===== src/rtl/registers_pkg.sv =====
// Shared CPU package: register-file default widths and the hard-wired zero register index.
package registers_pkg;

   localparam int unsigned DEF_DATA_WIDTH = 32;
   localparam int unsigned DEF_ADDR_WIDTH = 5;
   localparam int unsigned ZERO_REG_IDX   = 0;

endpackage : registers_pkg


===== src/rtl/registers.sv =====
// Register file: two combinational read ports, one synchronous write port,
// register 0 hard-wired to zero, synchronous active-low clear of all registers.
module registers
   import registers_pkg::*;
#(
   parameter int unsigned DATA_WIDTH = DEF_DATA_WIDTH,
   parameter int unsigned ADDR_WIDTH = DEF_ADDR_WIDTH
) (
   input  logic                  clk_w_i,
   input  logic                  res_w_i_l,
   input  logic [ADDR_WIDTH-1:0] rd_reg_1_w_i,
   input  logic [ADDR_WIDTH-1:0] rd_reg_2_w_i,
   input  logic [ADDR_WIDTH-1:0] wr_reg_w_i,
   input  logic [DATA_WIDTH-1:0] wr_data_w_i,
   input  logic                  reg_wr_flag_w_i,
   output logic [DATA_WIDTH-1:0] rd_data_1_w_o,
   output logic [DATA_WIDTH-1:0] rd_data_2_w_o
);

   localparam int unsigned           REG_COUNT = 2 ** ADDR_WIDTH;
   localparam logic [ADDR_WIDTH-1:0] ZERO_REG  = ADDR_WIDTH'(ZERO_REG_IDX);

   // Register 0 has no storage; it is synthesized as a constant zero in the read muxes.
   logic [DATA_WIDTH-1:0] mem [1:REG_COUNT-1];

   logic wr_en;

   // Write decode: writes to the zero register are dropped.
   always_comb begin
      wr_en = 1'b0;
      if (reg_wr_flag_w_i && (wr_reg_w_i != ZERO_REG)) begin
         wr_en = 1'b1;
      end
   end

   // Storage update: clear has priority over a simultaneous write.
   always_ff @(posedge clk_w_i) begin
      if (!res_w_i_l) begin
         for (int i = 1; i < int'(REG_COUNT); i++) begin
            mem[i] <= '0;
         end
      end else if (wr_en) begin
         mem[wr_reg_w_i] <= wr_data_w_i;
      end
   end

   // Read port 1: zero-latency mux, no write bypass.
   always_comb begin
      rd_data_1_w_o = '0;
      if (rd_reg_1_w_i != ZERO_REG) begin
         rd_data_1_w_o = mem[rd_reg_1_w_i];
      end
   end

   // Read port 2: independent copy of the port 1 mux.
   always_comb begin
      rd_data_2_w_o = '0;
      if (rd_reg_2_w_i != ZERO_REG) begin
         rd_data_2_w_o = mem[rd_reg_2_w_i];
      end
   end

endmodule : registers


===== config.mk =====
export PLATFORM = sky130hd
export DESIGN_NAME = registers
export DESIGN_NICKNAME = d
export VERILOG_FILES = /design/src/rtl/registers_pkg.sv /design/src/rtl/registers.sv
export SDC_FILE = /design/constraint.sdc
export NUM_CORES = 2
export LEC_CHECK = 0
export BUFFER_PORTS_ARGS = -buffer_cell sky130_fd_sc_hd__buf_2
export CORE_MARGIN = 5
export CORE_UTILIZATION = 50
export CTS_CLUSTER_SIZE = 20
export DETAILED_ROUTE_END_ITERATION = 10
export PLACE_DENSITY = 0.72
export SLEW_MARGIN = 25
export SYNTH_ARGS = -nofsm -noshare
export SYNTH_HDL_FRONTEND = slang
export SYNTH_SLANG_ARGS = --single-unit

===== constraint.sdc =====
create_clock -name clk_w_i -period 7.1 [get_ports clk_w_i]
set_input_delay 1.42 -clock clk_w_i [delete_from_list [all_inputs] [get_ports clk_w_i]]
set_output_delay 1.42 -clock clk_w_i [all_outputs]
set_load 0.05 [all_outputs]

* Word level (Yosys, flattened, before mapping) *
Memory sizes are Yosys's and may differ from the RTL's.
Cells that the tools add are included.

operators by class
  mux-type cells = 10
  reductions and logical operators = 5

operators with widths
  operator             number
  $mux W32             3
  $reduce_or A32 Y1    1
  $reduce_bool A5 Y1   3
  $mux W1              6
  $mux W5              1
  $logic_and A1 B1 Y1  1

word-level totals
  flip-flop bits (word level) = 0
  memory bits (writable) = 992
  input bits = 50
  output and inout bits = 64
  memories kept = 1

memories
  memory  depth  width  rd ports  clocked after Yosys merged registers in  wr ports  RTL line         source
  mem     31     32     2         0                                        31        registers.sv:24  logic [DATA_WIDTH-1:0] mem [1:REG_COUNT-1];

* Logic depth before layout (Yosys ltp) *
  depth after elaboration = 8
  depth in mapped cells = 9
  mapped depth without buffers = 4

* Least setup slack after synthesis *
Ideal clock, no wire load.

  path kind = in2out
  start point = input rd_reg_1_w_i[2]
  end point = output rd_data_1_w_o[6]
  arrival time = 4057 ps
  data required time = 5680 ps
  setup slack = 1623 ps
  cell stages on the path = 6
  buffers on the path = 2
  cells stage by stage = buf_2 > or3b_2 > clkbuf_1 > o221ai_1 > a221oi_1 > nor4_1

between the ends
  word-level cells in the longest chain between the ends = 2

ends and longest elaborated chain
  what                                                   RTL line         source
  start: declaration                                     registers.sv:11  input logic [ADDR_WIDTH-1:0] rd_reg_1_w_i,
  $mem_v2 Z31 W32 or $reduce_bool A5 Y1 (tied branches)  --
  $mux W32 (*)                                           registers.sv:50  if (rd_reg_1_w_i != ZERO_REG) begin
  end: declaration                                       registers.sv:16  output logic [DATA_WIDTH-1:0] rd_data_1_w_o,

Every way passes the cells marked *; elsewhere a longest branch is shown, timed or not.

* Worst setup path in the final report *
  start point = input rd_reg_1_w_i[1]
  end point = output rd_data_1_w_o[12]

The elaborated chain is that of the path after synthesis.

==> run_results.csv <==
group,metric,value,unit
run_status,outcome,"finished, final reports clean",
finish,stdcell_area,60000,sq um
clock_tree,clock-sinks,1024,
yosys,muxShareOfSynthArea,0.230,
hold_path,holdPathStages,1,
yosys,synthArstFlopShare,0,
sta,period_share,0.841,
yosys,synth_area,54200,sq um
placement,dp_slack,1.32,ns
sta,fin_setup_tns,0,ns
placement,port-buffer-count,113,
floorplan,ios,114,
clock_tree,cts_tree,"yes",
yosys,synthTopCellsByArea,"edfxtp_1 57%, mux4_2 20%, and2_1 11%, mux2i_1 2.8%, clkbuf_1 1.9%",
yosys,synth_top_family_by_area,"multiplexers",
routing,vias_per_cell,6.78,
pwr,ir_worst_vdd,221,uV
finish,largest-register,"mem",
yosys,synth_top_area_share,0.567,
sta,rsz0062_at_grt,"false",
grt,grt_max_degree,73,
yosys,synth_area_per_cell,15.5,sq um
floorplan,rows,120,
routing,first_pass_iters,5,
finish,drive_gt1_frac,0.269,
setup_path,worstSetupEndpointType,"output pin",
placement,place_inst,4799,
routing,drt-wirelength-per-cell,33.7,um
clock_tree,cts_setup_buffers,0,
pwr,total_power,14.3,mW
placement,dpl-instance-area,56700,sq um
clock_tree,cts_buffer_depth,3,
yosys,synthAdderAreaFrac,0,
routing,drtAntennaViolNets,0,
finish,largestRegisters,"mem: 1024 flops",
routing,num_vias,33900,
grt,grt_pass1_wl,241000,um
floorplan,die_h,339,um
setup_path,crit_path_max_fanout,34,
setup_path,crit_path_start_kind,"input pin",
finish,stdcell_count,4999,
sta,timing.fmax,167,MHz
yosys,synth_xor_xnor_area_share,0,
sta,finalMaxSlewViolations,0,
grt,overflow,0,
floorplan,core_area,107000,sq um
job,drv_cap,0,
grt,antenna_found_initial,16,
hold_path,holdPathEnd,"mem[0][13]",
routing,drc_errors,0,
pwr,net-switching-power,3.71,mW
yosys,synth.largest_area_cell,"edfxtp_1",
sta,slew-limit-headroom,0.230,
sta,setup_slack,1.13,ns
sta,tightest_slew,1.15,ns
hold_path,worstHoldStart,"wr_data_w_i[13]",
pwr,netSwitchingFraction,0.259,
sta,period_needed,5.97,ns
pwr,p_comb_frac,0.133,
floorplan,die_w,339,um
sta,finalHoldViolations,0,
grt,grt_pass1_vias,34100,
yosys,ys_ff_latch,1024,
floorplan,die_area,115000,sq um
setup_path,worst-setup-path-type,"input pin to output pin",
yosys,synth_cells,3507,
yosys,synth-compound-area-share,0.0398,
clock_tree,htreeDepth,3,
pwr,leakage,20.5,nW
pwr,clockPowerShare,0.367,
sta,holdWs,1.23,ns
placement,place_hpwl,102000,um
clock_tree,cts_resized,0,
finish,final_cell_mix,"1024 x edfxtp_1, 995 x and2_1, 470 x mux4_2",
clock_tree,cts_buffers,103,
finish,largest_reg_flops,1024,
setup_path,worstPathRequired,5.68,ns
hold_path,hold_class,"input pin to register",
clock_tree,cts-hold-fix-buffers,0,
finish,final_net_count,3553,
yosys,synthFlopType,"edfxtp_1",
clock_tree,cts.reportedPaths.clkPinSlew,0.06,ns
pwr,p_seq_frac,0.499,
yosys,yosysSeqAreaShare,0.567,
clock_tree,cts-root-buf,"clkbuf_16",
setup_path,crit_arrival,4.55,ns
pwr,p_int,10.6,mW
pwr,p_per_area,239,nW/um^2
floorplan,start_util,0.505,
sta,setup_viol,0,
finish,final_common_cell,"edfxtp_1",
finish,fin_util,0.559,
routing,drtIter0Drc,5015,
yosys,synth_simple_gate_area_frac,0.130,
placement,gp_congestion,0.876,
finish,area_growth,10.6,%
yosys,yosysWarningCount,0,
yosys,synth_edf_count,1024,
routing,wirelength,169000,um
grt,gr-usage-all-layers,0.289,
yosys,synth_cell_types,41,
==> power by group through the flow <==
stage / Clock (mW) / Sequential, mW / Combinational, mW
final: 5.26 / 7.16 / 1.91
after global routing: 5.56 / 7.19 / 1.96
after CTS: 5.29 / 7.15 / 1.89
after detailed placement: 0 / 7.28 / 1.88
after global placement: 0 / 7.26 / 1.87
after floorplan: 0 / 7.22 / 1.27
==> synth_stat cells, types with 3 or more instances <==
master     number
a2111oi_0       8
nand3b_1        5
or3b_2          4
o21ai_0        33
a21oi_1        10
mux2_2         30
and2_1        996
clkbuf_1      275
edfxtp_1     1024
buf_6          19
o221ai_1       27
nor4_1          8
buf_2          46
o22ai_1        79
buf_1           9
nand2_1         8
buf_4          39
or3_1           3
nand3_1         5
nor3_1         54
mux4_2        470
nor2b_1        15
a211oi_1       34
mux2i_1       154
a22o_1         51
nor2_1         35
nand2b_1        6
a2111oi_1      21
a221oi_1        3
a32o_1          4
a22oi_1        18
==> worst max path at each step <==
| stage | start | end | slack [ns] | depth (start not counted) |
|---|---|---|---|---|
| global placement | rd_reg_1_w_i[0] | rd_data_1_w_o[22] | 1.36 | 7 |
| global route | rd_reg_1_w_i[1] | rd_data_1_w_o[12] | 1.10 | 7 |
| finish | rd_reg_1_w_i[1] | rd_data_1_w_o[12] | 1.13 | 7 |
| floorplan | rd_reg_1_w_i[2] | rd_data_1_w_o[6] | 1.62 | 6 |
| CTS | rd_reg_1_w_i[1] | rd_data_1_w_o[12] | 1.31 | 7 |
| detailed placement | rd_reg_1_w_i[1] | rd_data_1_w_o[12] | 1.32 | 7 |
==> metal layers <==
| metal | vias up | share of wire | global-route usage |
|---|---|---|---|
| met5 | - | 0.000077 | 0 |
| met4 | 2 | 0.048 | 0.117 |
| met3 | 395 | 0.12 | 0.0696 |
| met2 | 2432 | 0.46 | 0.441 |
| met1 | 17400 | 0.37 | 0.404 |
| li1 | 13600 | - | - |
==> final cells by class <==
class | count | area, sq um
timing repair buffer | 248 | 1920
multi-input combinational | 2125 | 22300
clock inverter | 63 | 502
inverter | 1 | 3.75
antenna | 9 | 22.5
sequential | 1024 | 30700
fill | 8176 | 47400
tap | 1403 | 1760
clock buffer | 126 | 2690
==> critical path, cell delays in order <==
cell and delay (ns):
buf_4 0.47, nand3b_1 0.72, buf_4 0.50, o22ai_1 0.15
a2111oi_1 0.09, nor3_1 0.76, buf_2 0.40
==> cells by family after synthesis <==
| group | Yosys count |
|---|---|
| and+or+nand+nor | 1148 |
| DFF | 1024 |
| muxes | 654 |
| buffers and inverters | 389 |
| AOI/OAI and AO/OA | 291 |
| other | 1 |
(Power assumes the default switching activity.)
